**config.mk**
```make
export PLATFORM = sky130hd
export DESIGN_NAME = synth_pwm_dac
export DESIGN_NICKNAME = d
export VERILOG_FILES = /design/src/rtl/synth_pkg.sv /design/src/rtl/synth_lfsr16.sv /design/src/rtl/synth_pwm_dac.sv
export SDC_FILE = /design/constraint.sdc
export NUM_CORES = 1
export LEC_CHECK = 0
export CORE_MARGIN = 1
export CORE_UTILIZATION = 45
export DETAILED_ROUTE_END_ITERATION = 16
export PLACE_DENSITY = 0.72
export REMOVE_ABC_BUFFERS = 1
export SLEW_MARGIN = 20
export SYNTH_ARGS = -nofsm -noshare
export SYNTH_HDL_FRONTEND = slang
export SYNTH_SLANG_ARGS = --single-unit
```
**constraint.sdc**
```tcl
create_clock -name clk -period 4.3 [get_ports clk]
set_input_delay 1.29 -clock clk [delete_from_list [all_inputs] [get_ports clk]]
set_output_delay 1.29 -clock clk [all_outputs]
set_load 0.1 [all_outputs]
```
**src/rtl/synth_pkg.sv**
```systemverilog
// Shared constants and helpers for the synth voice datapath.
package synth_pkg;

  localparam int unsigned SYNTH_WAVE_BITS = 8;

  localparam logic [15:0] SYNTH_LFSR_SEED = 16'hACE1;
  // Galois feedback mask for taps 16, 14, 13, 11
  localparam logic [15:0] SYNTH_LFSR_TAPS = 16'hB400;

  function automatic int unsigned midscale(input int unsigned n);
    return 32'd1 << (n - 1);
  endfunction

endpackage

```
**src/rtl/synth_lfsr16.sv**
```systemverilog
// 16-bit Galois LFSR; advances by one state on each cycle with step high.
module synth_lfsr16
  import synth_pkg::*;
(
  input  logic        clk,
  input  logic        reset,
  input  logic        step,
  output logic [15:0] value
);

  always_ff @(posedge clk) begin
    if (reset) begin
      value <= SYNTH_LFSR_SEED;
    end else if (step) begin
      value <= {1'b0, value[15:1]} ^ (value[0] ? SYNTH_LFSR_TAPS : '0);
    end
  end

endmodule

```
**src/rtl/synth_pwm_dac.sv**
```systemverilog
// PWM output stage with first-order noise shaping and a one-entry sample buffer.
// Optional frame dither enabled by defining SYNTH_PWM_DITHER_EN.
module synth_pwm_dac
  import synth_pkg::*;
#(
  parameter int WAVE_BITS = SYNTH_WAVE_BITS,
  parameter int PWM_BITS  = 5,
  parameter int SIGNED_IN = 1
) (
  input  logic                 clk,
  input  logic                 reset,
  input  logic [WAVE_BITS-1:0] sample_in,
  input  logic                 sample_valid,
  output logic                 sample_ready,
  output logic                 pwm_out,
  output logic                 frame_start,
  output logic                 overrun
);

  localparam int Q = WAVE_BITS - PWM_BITS;
  localparam logic [PWM_BITS:0] FRAME_LEN = (PWM_BITS+1)'(1) << PWM_BITS;

  logic [PWM_BITS-1:0]  cnt;
  logic [PWM_BITS:0]    duty, duty_next;
  logic [Q-1:0]         err, err_next;
  logic [WAVE_BITS-1:0] sample_buf, held, x, conv, sign_flip;
  logic                 pending, boundary;

  assign sample_ready = !pending;
  assign boundary     = (cnt == '1);
  assign sign_flip    = (SIGNED_IN != 0) ? (WAVE_BITS'(1) << (WAVE_BITS - 1)) : '0;
  assign conv         = sample_in ^ sign_flip;
  assign x            = pending ? sample_buf : held;

`ifdef SYNTH_PWM_DITHER_EN
  logic [15:0]          lfsr_value;
  logic [WAVE_BITS+1:0] sum;
  logic [PWM_BITS+1:0]  sum_hi;

  synth_lfsr16 u_lfsr (
    .clk   (clk),
    .reset (reset),
    .step  (boundary),
    .value (lfsr_value)
  );

  // Dither can push the total past full scale; clamp and drop the residue.
  always_comb begin
    sum    = (WAVE_BITS+2)'(x) + (WAVE_BITS+2)'(err) + (WAVE_BITS+2)'(lfsr_value[Q-1:0]);
    sum_hi = sum[WAVE_BITS+1:Q];
    if (sum_hi > (PWM_BITS+2)'(FRAME_LEN)) begin
      duty_next = FRAME_LEN;
      err_next  = '0;
    end else begin
      duty_next = sum_hi[PWM_BITS:0];
      err_next  = sum[Q-1:0];
    end
  end
`else
  logic [WAVE_BITS:0] sum;

  always_comb begin
    sum       = (WAVE_BITS+1)'(x) + (WAVE_BITS+1)'(err);
    duty_next = sum[WAVE_BITS:Q];
    err_next  = sum[Q-1:0];
  end
`endif

  always_ff @(posedge clk) begin
    if (reset) begin
      cnt         <= '0;
      duty        <= (PWM_BITS+1)'(midscale(PWM_BITS));
      err         <= '0;
      held        <= WAVE_BITS'(midscale(WAVE_BITS));
      sample_buf  <= '0;
      pending     <= 1'b0;
      pwm_out     <= 1'b0;
      frame_start <= 1'b0;
      overrun     <= 1'b0;
    end else begin
      cnt         <= cnt + 1'b1;
      pwm_out     <= ({1'b0, cnt} < duty);
      frame_start <= (cnt == '0);
      overrun     <= sample_valid & !sample_ready;

      // Accept only when empty and consume only when full, so the two never collide.
      if (sample_valid && sample_ready) begin
        sample_buf <= conv;
        pending    <= 1'b1;
      end else if (boundary && pending) begin
        pending <= 1'b0;
      end

      if (boundary) begin
        duty <= duty_next;
        err  <= err_next;
        if (pending) held <= sample_buf;
      end
    end
  end

endmodule

```
==> results.cfg <==
[routing]
num_vias = 1223
drc = 0
finalWirelength_mm = 2.89
drt-wirelength-per-cell_um = 12.4
ant_nets = 0
avgViaCountPerCell = 5.23
first_iter_violations = 42
first_pass_iters = 4

[synthesis]
syn_inst = 174
synth.distinct_cells = 39
synth_flop_cell = dfxtp_1
ys_async_sr_fraction_pct = 0
syn_area_mm2 = 0.00163
yosysSeqAreaShare_pct = 41.8
synth_edf_count = 0
avgSynthCellArea_um2 = 9.35
ys_ff_latch = 34
yosysWarnings = 0

[run]
maxCapViolations = 0

[final_layout]
area_growth_pct = 14.4
n_antenna_cell = 0
final_common_cell = dfxtp_1
n_fill_cell = 305
drive_above_1_share_pct = 10.6
layout_common_cells = dfxtp_1, nand2_1, nor2_1
final_nets = 209

[clock_network]
cts_tree = done
post-cts-setup-buffer-count = 0
cts_root_buffer = clkbuf_4
cts.sinks = 34
cts.htree.levels = 2
ctsResizeCount = 0
cts_buffer_depth = 2
cts_hold_buf = 0
clk_pin_slew_ns = 0.10
clk_latency_ns = 0.34
cts_inserted_buffers = 5

[timing]
layout_min_cycle_time_ns = 3.53
tns_ns = 0
max_slew_margin_pct = 35.4
period_share_pct = 82.2
worst_clock_skew_ns = 0.0110
max_freq_mhz = 283
worst_pin_slew_ns = 0.966
setup_viol = 0
slew_viol_final = 0
rsz0062_at_grt = no
setup_slack_ns = 0.767
final_hold_viol_count = 0

[floorplanning]
start_util_pct = 48.0
core_area_mm2 = 0.00339
std_cell_rows = 21
die_y_um = 62.1
io_pins = 15
die_x_um = 62.1
dieArea_mm2 = 0.00386

[placement]
hpwl_mm = 2.07
dpl_worst_slack_ns = 1.14
portBuffers = 14
gp_congestion = 0.718

[power]
leakage_nw = 0.708
power_density_mw_per_mm2 = 335
p_total_mw = 0.624
ir_drop_uv = 215

[grt]
grt_pass1_wl_mm = 5.00
antenna_found_initial = 0
grt_overflow = 0
grt_start_max_net_pins = 37
grt_pass1_vias = 1157
grtUsageTotal_pct = 16.6

[setup_path]
crit_arrival_ns = 2.24
crit_required_ns = 3.01
end_kind = output pin
cp-start-kind = register
crit_type = reg2out
critPathMaxFanout = 16

[min_path]
hp-class = reg2reg

[status]
status = finished clean
==> stage by stage <==
| stage | cell area, µm² | hold WS [ns] | std cells | utilization (%) |
|---|---|---|---|---|
| final | 1860 | 0.466 | 234 | 54.9 |
| after global routing | 1860 | 0.490 | 234 | 54.9 |
| after CTS | 1860 | 0.467 | 234 | 54.9 |
| after detailed placement | 1780 | 0.452 | 226 | 52.6 |
| after global placement | 1780 | 0.443 | 226 | 52.6 |
| after floorplan | 1570 | 0.427 | 164 | - |
==> state kept, by name (all words and copies together) (netlist names) <==
register / count
pwm_out: 1
sample_buf: 8
frame_start: 1
err: 3
pending: 1
overrun: 1
cnt: 5
held: 8
duty: 6
==> routing by layer <==
metal / vias up / track usage, % / wire, µm
met5: - / 0 / 0
met4: 0 / 6.10 / 28
met3: 5 / 7.17 / 105
met2: 19 / 27.3 / 1380
met1: 573 / 19.1 / 1380
li1: 626 / - / -
==> Yosys cell counts, types with 2 or more instances <==
cell type	number	area (µm²)
nand3b_1	2	15.0
a21o_1	2	15.0
xnor2_1	2	17.5
buf_2	4	20.0
nand2b_1	4	25.0
ha_1	10	125
nor2_1	20	75.1
nand3_2	2	20.0
mux2_2	3	33.8
dfxtp_1	34	681
inv_1	8	30.0
a21oi_1	11	55.1
a211oi_1	7	52.6
or3_1	2	12.5
nor3_1	2	10.0
xor2_1	2	17.5
nor2b_1	4	25.0
mux2i_1	8	80.1
o311ai_1	2	17.5
nand3_1	3	15.0
clkbuf_1	4	15.0
nand2_1	20	75.1
buf_6	2	22.5
==> worst max-delay path, stage by stage (launching register included) <==
cell and delay, ns:
dfxtp_1 0.79, inv_1 0.13, clkdlybuf4s50_1 1.00
==> kinds of logic after synthesis <==
family / count (synthesis) / synth area share [%]
AOI/OAI and AO/OA: 32 / 14.8
DFF: 34 / 41.8
xor gates and xnor gates: 4 / 2.15
and+or+nand+nor: 62 / 18.1
muxes: 13 / 8.77
adders and majority gates: 11 / 8.92
buffers and inverters: 18 / 5.38
==> path summary, 6_finish.rpt <==
check	cells past startpoint	slack [ns]	to	from
max	2	0.77	sample_ready	pending
min	2	0.47	sample_buf[0]	sample_buf[0]
max reg2reg	7	1.60	duty[3]	pending
min reg2reg	2	0.47	sample_buf[0]	sample_buf[0]
==> cell type report <==
cell class | count | area [µm²] | area share, %
multi-input combinational | 122 | 858 | 46.1
timing repair buffer | 16 | 155 | 8.34
clock buffer | 8 | 78.8 | 4.24
inverter | 8 | 30.0 | 1.61
sequential | 34 | 681 | 36.6
tap | 46 | 57.6 | 3.09
==> where the power goes <==
part	switching [mW]	leakage (nW)	internal, mW
clock	0.105	0.0446	0.112
combinational	0.0422	0.386	0.0290
sequential	0.0110	0.277	0.325
total	0.159	0.708	0.465
No activity file was read; power rests on OpenSTA's default activity.
